===== src/rtl/cpu_clk_ctrl.sv =====
// ============================================================================
// Module : cpu_clk_ctrl
// Brief  : CPU clock-enable sequencer (HALT / RUN at divisor / single STEP).
// Rev    : 1.0  initial release
// ============================================================================
`default_nettype none

module cpu_clk_ctrl #(
  parameter int          CNT_W       = 26,
  parameter int unsigned DEFAULT_DIV = 50_000_000,
  parameter int          TCNT_W      = 16
) (
  input  logic              clk,
  input  logic              rst,
  input  logic              div_we,
  input  logic [CNT_W-1:0]  div_in,
  input  logic              run,
  input  logic              step,
  input  logic              halt_req,
  output logic              tick,
  output logic              running,
  output logic              halted,
  output logic [TCNT_W-1:0] tick_cnt
);

  typedef enum logic [1:0] {
    S_HALT = 2'd0,
    S_RUN  = 2'd1,
    S_STEP = 2'd2
  } state_t;

  state_t             state_q;
  logic [CNT_W-1:0]   cnt_q;
  logic [CNT_W-1:0]   div_q;
  logic               tick_q;
  logic [TCNT_W-1:0]  tick_cnt_q;
  logic               step_q;
  logic               hlt_flag_q;

  logic               step_edge;
  logic [CNT_W-1:0]   last_cnt;
  logic               period_done;

  assign step_edge   = step & ~step_q;
  // Divisors of 0 and 1 both mean "tick every cycle", so the terminal count is 0.
  assign last_cnt    = (div_q < CNT_W'(2)) ? '0 : (div_q - CNT_W'(1));
  assign period_done = (cnt_q == last_cnt);

  always_ff @(posedge clk) begin
    if (rst) begin
      state_q    <= S_HALT;
      cnt_q      <= '0;
      div_q      <= CNT_W'(DEFAULT_DIV);
      tick_q     <= 1'b0;
      tick_cnt_q <= '0;
      step_q     <= 1'b0;
      hlt_flag_q <= 1'b0;
    end else begin
      step_q <= step;
      tick_q <= 1'b0;

      // Latched HLT blocks re-entry into RUN until the run switch is released.
      if (halt_req) begin
        hlt_flag_q <= 1'b1;
      end else if (!run) begin
        hlt_flag_q <= 1'b0;
      end

      if (halt_req) begin
        state_q <= S_HALT;
        cnt_q   <= '0;
      end else if (div_we) begin
        div_q <= div_in;
        cnt_q <= '0;
      end else begin
        case (state_q)
          S_HALT: begin
            if (run && !hlt_flag_q) begin
              state_q <= S_RUN;
              cnt_q   <= '0;
            end else if (step_edge) begin
              state_q <= S_STEP;
              cnt_q   <= '0;
            end
          end
          S_RUN: begin
            if (!run) begin
              state_q <= S_HALT;
              cnt_q   <= '0;
            end else if (period_done) begin
              tick_q     <= 1'b1;
              tick_cnt_q <= tick_cnt_q + TCNT_W'(1);
              cnt_q      <= '0;
            end else begin
              cnt_q <= cnt_q + CNT_W'(1);
            end
          end
          S_STEP: begin
            if (period_done) begin
              tick_q     <= 1'b1;
              tick_cnt_q <= tick_cnt_q + TCNT_W'(1);
              cnt_q      <= '0;
              state_q    <= S_HALT;
            end else begin
              cnt_q <= cnt_q + CNT_W'(1);
            end
          end
          default: begin
            state_q <= S_HALT;
            cnt_q   <= '0;
          end
        endcase
      end
    end
  end

  assign tick     = tick_q;
  assign tick_cnt = tick_cnt_q;
  assign running  = (state_q == S_RUN);
  assign halted   = (state_q == S_HALT);

endmodule

`default_nettype wire

===== config.mk =====
export PLATFORM = sky130hd
export DESIGN_NAME = cpu_clk_ctrl
export DESIGN_NICKNAME = d
export VERILOG_FILES = /design/src/rtl/cpu_clk_ctrl.sv
export SDC_FILE = /design/constraint.sdc
export NUM_CORES = 1
export LEC_CHECK = 0
export BUFFER_PORTS_ARGS = -buffer_cell sky130_fd_sc_hd__buf_2
export CAP_MARGIN = 15
export CELL_PAD_IN_SITES_DETAIL_PLACEMENT = 0
export CELL_PAD_IN_SITES_GLOBAL_PLACEMENT = 2
export CORE_MARGIN = 2
export CORE_UTILIZATION = 30
export CTS_BUF_LIST = sky130_fd_sc_hd__clkbuf_2
export CTS_CLUSTER_DIAMETER = 120
export CTS_CLUSTER_SIZE = 24
export DETAILED_ROUTE_END_ITERATION = 16
export PLACE_DENSITY_LB_ADDON = 0.1
export SLEW_MARGIN = 20
export SYNTH_ARGS = -nofsm -noshare
export SYNTH_HDL_FRONTEND = slang
export SYNTH_SLANG_ARGS = --single-unit

===== constraint.sdc =====
create_clock -name clk -period 11.8 [get_ports clk]
set_input_delay 1.77 -clock clk [delete_from_list [all_inputs] [get_ports clk]]
set_output_delay 1.77 -clock clk [all_outputs]
set_load 0.02 [all_outputs]

; ---- Yosys cells after proc, flatten, opt, wreduce, memory -nomap -nowiden
; Index checks and enable logic that the tools add are counted.
[totals]
elab_cells = 51
output_inout_bits = 19
ff_bits = 73
[op_classes]
n_lt_le_gt_ge = 1
reduce_logical = 9
add_sub_neg = 3
n_mux = 19
n_eq_ne = 8
bitwise_logic = 4
[ops]
columns = operator, count
row1 = $mux 26, 5
row2 = $pmux 26 s3, 1
row3 = $mux 16, 2
row4 = $pmux 16 s2, 1
row5 = $add 26x1->26 const B, 1
row6 = $eq 26x26->1, 1
row7 = $lt 26x2->1 const B, 1
row8 = $sub 26x1->26 const B, 1
row9 = $add 16x1->16 const B, 1
row10 = $mux 2, 4
row11 = $reduce_and 4->1, 2
row12 = $ne 2x2->1 const B, 3
row13 = $pmux 2 s3, 1
row14 = $mux 1, 4
row15 = $ne 3x1->1 const B, 1
row16 = $not 1->1, 3
row17 = $reduce_or 3->1, 1
row18 = $eq 2x1->1 const B, 1
row19 = $eq 2x2->1 const B, 1
row20 = $logic_not 2->1, 1
row21 = $ne 2x1->1 const B, 1
row22 = $pmux 1 s2, 1
row23 = $reduce_and 2->1, 1
row24 = $reduce_bool 2->1, 1
row25 = 4 further kinds, 4

; ---- Logic depth before layout (Yosys ltp)
[depth]
ltp_word = 6
mapped_depth = 15
ltp_nobuf = 12

; ---- Worst setup path before layout
; No wires, ideal clock.
[synth_timing]
kind = flip-flop to flip-flop
start = reg div_q[18]
end = reg tick_cnt_q[14], in the netlist tick_cnt[14]
setup_slack_ps = 8029
path_stages_with_launch = 13
period_less_slack_ps = 3771
n_path_buf = 2
setup_time_ps = 121
arrival_time_ps = 3651
cell_sequence = dfxtp_1 -> or4_4 -> or3_1 -> or4_4 -> nand3b_1 -> o2111ai_1 -> a2111oi_2 -> nand3_1 -> or4_1 -> buf_2 -> buf_2 -> nor3_1 -> mux2_2
[synth_via]
elab_chain_len = 6
elab_cells_between_ends = 7
cone_classes = add/sub: 1 / order compare: 1 / eq/ne: 1 / mux: 4
[synth_lines]
columns = item, line
row1 = start: declaration, 34  ; logic [CNT_W-1:0] div_q;
row2 = start signal: assignment, 53  ; div_q <= CNT_W'(DEFAULT_DIV);
row3 = start signal: assignment, 73  ; div_q <= div_in;
row4 = $sub 26x1->26 or $lt 26x2->1 (tied branches), 46  ; assign last_cnt = (div_q < CNT_W'(2)) ? '0 : (div_q - CNT_W'(1));
row5 = $mux 26 *, 46
row6 = $eq 26x26->1 *, 47  ; assign period_done = (cnt_q == last_cnt);
row7 = $mux 16 *, -
row8 = $mux 16, -
row9 = $pmux 16 s2 *, -
row10 = end signal: assignment, 92  ; tick_cnt_q <= tick_cnt_q + TCNT_W'(1);
row11 = end signal: assignment, 101  ; tick_cnt_q <= tick_cnt_q + TCNT_W'(1);
row12 = end: declaration, 36  ; logic [TCNT_W-1:0] tick_cnt_q;
; Every way passes the cells marked *; elsewhere a longest branch is shown, timed or not. The select of a mux whose other input is x is not followed.
; A chain may end at the register's enable or synchronous reset.

; ---- Final worst setup path
[layout_timing]
start = reg div_q[2]
end = reg tick_cnt_q[15], in the netlist tick_cnt[15]
; The elaborated chain is that of the path after synthesis.

==> parameters.txt <==
Parameter                              Value

Synth
  Netlist Area Pre-Place ... 0.004511 sq mm
  Top-area cell type share of the netlist area ... 32.40%
  Syn avg cell area ... 7.804 sq um
  Gate count after technology mapping ... 578
  #FFs+latches synth ... 73
  Basic-gate share of the synthesized area counting and, or, nand and nor cells ... 35.51%
  Fraction of synthesized area in multiplexers ... 3.356%
  Post-synth cell types ... 61
  Synthesized netlist net count ... 616
  Synth Area in Compound Gates ... 13.43%
  Largest cells by area after synthesis ... sky130_fd_sc_hd__dfxtp_1, sky130_fd_sc_hd__nand2_1, sky130_fd_sc_hd__xnor2_1
  Post-synth top flop ... sky130_fd_sc_hd__dfxtp_1
  Syn. warnings ... 0
  Adder and majority gate portion of the synthesized area ... 1.664%
  Leading area contributor after synthesis ... sky130_fd_sc_hd__dfxtp_1
  Async S/R FF share, synth ... 0%
  Number of enable-type register cells in the synthesized netlist ... 0
  Portion of the post-synthesis area used by sequential elements ... 32.40%
  Xor/xnor share of the synthesized area ... 8.849%
  Main combinational cell family by area after synthesis ... simple AND/OR/NAND/NOR gates

Floorplan
  Area of the core region ... 0.01459 sq mm
  IO Pins ... 51
  Width of the chip ... 126.6 microns
  Starting utilization of the core area ... 30.92%
  Vert. Die Dim ... 126.6 microns
  Site Rows ... 44
  Area enclosed by the die boundary ... 0.01603 sq mm

Worst setup path
  Crit path cell chain ... nor4_4, nand4b_1, or2_0, o311ai_1, o2111ai_1, a2111oi_2, nand3_1, or4_1, or4_1, a21oi_1
  Data arrival time of the critical path ... 4970 ps
  Crit-path max FO ... 18
  Critical-path cell with the highest stage delay ... sky130_fd_sc_hd__or4_1
  Slowest cell delay on critical path ... 830 ps
  Required time reported for the critical path endpoint ... 12320 ps
  Buf/Inv on CP ... 0
  Crit Path Category ... flip-flop to flip-flop
  Largest delay share family, worst path ... simple AND/OR/NAND/NOR gates
  Element type at the critical path start ... flip-flop
  Cell repeated most along the worst path ... sky130_fd_sc_hd__or4_1
  Critical Path End Type ... flip-flop

STA
  Post-route clock skew ... 31.59 ps
  Hold Violations, Final ... 0
  Worst slew margin relative to its limit ... 33.54%
  Number of pins exceeding their max-slew limit in the final report ... 0
  Smallest setup slack after layout ... 7350 ps
  Period minus WS final ... 4450 ps
  Final setup violation count ... 0
  FMAX ... 224.7 MHz
  Transition time at the pin with the least slew margin ... 997.0 ps
  Setup total negative slack ... 0 ps
  Unrepaired setup endpoints after global routing ... false
  Post-route fraction of the period consumed by the critical path ... 37.71%

Routing
  Initial DRT Pass Iterations ... 4
  DRT antenna net count ... 0
  Post-detailed-routing wire length ... 12.40 mm
  Vias/cell ... 5.209
  Wire length per cell after detailed routing ... 15.73 microns
  Vias ... 4105
  DR DRC count ... 0
  DR iter-0 viols ... 220

GRT
  Global route total overflow ... 0
  Number of global-route vias before repair ... 3856
  First-pass GRT wire length ... 20.22 mm
  Number of antenna violations at the first check in global routing ... 0
  Total routing usage reported by global routing ... 15.70%
  Largest net degree at the start of global routing ... 59

Place
  DP HPWL ... 9.166 mm
  Number of input and output port buffers inserted ... 50
  Area post-placement ... 0.004830 sq mm
  Placed Instances ... 772
  GP Congestion ... 0.7681
  Place WS ... 7044 ps

Finish
  Layout cell share with drive strength beyond 1 ... 14.90%
  Layout Cells excl Fill ... 788
  Fillers ... 1571
  Syn-to-layout area delta ... 9.542%
  Most common cell after layout, fill and taps aside ... sky130_fd_sc_hd__nand2_1
  Total non-filler cell area in the finished layout ... 0.004941 sq mm
  Total inserted antenna cells ... 0
  Final Net Count ... 637
  Highest-count cells in the layout ignoring fill and taps ... sky130_fd_sc_hd__nand2_1, sky130_fd_sc_hd__dfxtp_1, sky130_fd_sc_hd__buf_2

Min path
  Type of the most critical hold path ... flip-flop to flip-flop

Pwr
  VDD IR-drop max ... 0.04486 mV
  Leakage power total ... 0.001770 uW
  Total Power ... 463.2 uW
  Power density cells ... 93.74 mW/mm^2

Clock network
  Clock transition at the register clock pins on the worst setup and hold paths after CTS ... 220 ps
  Clock Tree Buf Depth ... 2
  Buffers inserted during post-CTS setup optimization ... 0
  Clock tree from TritonCTS ... yes
  H-tree Lvls ... 3
  Clock tree root driver cell ... sky130_fd_sc_hd__clkbuf_2
  Clk Latency, worst-skew pair ... 570 ps
  Total CTS buffers ... 9
  CTS Sinks ... 73
  Number of hold buffers added after cts ... 0
  Count of cells resized by post-cts repair ... 0

Job
  Number of maximum-capacitance violations ... 0

Outcome
  Outcome ... finished clean
cell usage after synthesis, types with 2 or more instances:
library cell and n:
sky130_fd_sc_hd__dfxtp_1 73, sky130_fd_sc_hd__nand3b_1 15, sky130_fd_sc_hd__nand3_1 38, sky130_fd_sc_hd__or2_2 6
sky130_fd_sc_hd__o311a_1 3, sky130_fd_sc_hd__mux2_2 9, sky130_fd_sc_hd__or3_1 4, sky130_fd_sc_hd__and2_1 4
sky130_fd_sc_hd__nor2b_1 16, sky130_fd_sc_hd__nor4_1 10, sky130_fd_sc_hd__buf_1 4, sky130_fd_sc_hd__inv_1 14
sky130_fd_sc_hd__or4_1 9, sky130_fd_sc_hd__a211o_1 2, sky130_fd_sc_hd__nor4_4 2, sky130_fd_sc_hd__buf_2 6
sky130_fd_sc_hd__o31ai_1 12, sky130_fd_sc_hd__nor3_1 30, sky130_fd_sc_hd__nand2b_1 6, sky130_fd_sc_hd__or4b_2 2
sky130_fd_sc_hd__clkbuf_2 2, sky130_fd_sc_hd__o21a_1 3, sky130_fd_sc_hd__and3_1 8, sky130_fd_sc_hd__a31oi_1 2
sky130_fd_sc_hd__nand2_1 78, sky130_fd_sc_hd__nand4b_1 4, sky130_fd_sc_hd__a21oi_1 22, sky130_fd_sc_hd__ha_1 6
sky130_fd_sc_hd__xnor2_1 27, sky130_fd_sc_hd__o2bb2ai_1 2, sky130_fd_sc_hd__nand4_1 13, sky130_fd_sc_hd__a2bb2oi_1 10
sky130_fd_sc_hd__o22ai_1 4, sky130_fd_sc_hd__xor2_1 16, sky130_fd_sc_hd__clkbuf_1 27, sky130_fd_sc_hd__o2111ai_1 3
sky130_fd_sc_hd__nor2_1 46, sky130_fd_sc_hd__or4_4 2, sky130_fd_sc_hd__nor3b_1 4, sky130_fd_sc_hd__mux2i_1 5
sky130_fd_sc_hd__o21ai_0 9
power by group:
group / internal (uW) / switching [uW]
logic: 24.4 / 34.3
registers: 253 / 8.66
clock network: 50.3 / 92.9
total: 327 / 136
per-layer routing:
layer / GRT usage (%) / vias to the layer above / part of all wire, %
met5: 0 / - / 0
met2: 22.18 / 86 / 41
li1: - / 2108 / -
met4: 4.654 / 0 / 1.6
met1: 23.10 / 1895 / 53
met3: 4.344 / 16 / 4.7
cell families after synthesis:
group | after synthesis
adders and majority gates | 6
and+or+nand+nor | 302
AOI/OAI and AO/OA | 85
buffers and inverters | 54
xor gates and xnor gates | 44
DFF | 73
muxes | 14
layout make-up:
class | count | area [sq um] | area share (%)
well taps | 184 | 230.2 | 4.659
repair buffers | 50 | 250.2 | 5.065
clock buffers | 12 | 60.06 | 1.215
multi-input cells | 451 | 2843 | 57.53
clock inverters | 4 | 43.79 | 0.8863
inverters | 14 | 52.55 | 1.064
flip-flops and latches | 73 | 1461 | 29.58
worst min-delay path, delay by kind of cell, from the launching register on:
family	cells	cell delay, ps
DFF	1	370
AOI/OAI and AO/OA	1	50
and+or+nand+nor	1	60
path summary, 6_finish.rpt:
kind,from,end,slack [ps],cells after the start
max reg2reg,div_q[2]$_SDFFE_PP0P_,tick_cnt[15]$_SDFFE_PP0P_,7350,10
min reg2reg,div_q[11]$_SDFFE_PP0P_,div_q[11]$_SDFFE_PP0P_,500,2
max,div_q[2]$_SDFFE_PP0P_,tick_cnt[15]$_SDFFE_PP0P_,7350,10
min,div_q[11]$_SDFFE_PP0P_,div_q[11]$_SDFFE_PP0P_,500,2
metrics by stage:
stage / util [%] / hold slack (ps)
6_report: 33.87 / 499.0
5_1_grt: 33.87 / 535.0
4_1_cts: 33.82 / 504.0
3_5_place_dp: 33.10 / 471.8
3_3_place_gp: 33.10 / 463.6
2_1_floorplan: - / 442.3
flip-flops by register name (all words and copies together), names as in the netlist:
register    flops
cnt_q          26
div_q          26
hlt_flag_q      1
state_q         2
step_q          1
tick            1
tick_cnt       16
Note: power is estimated with default switching activity, not from simulation.
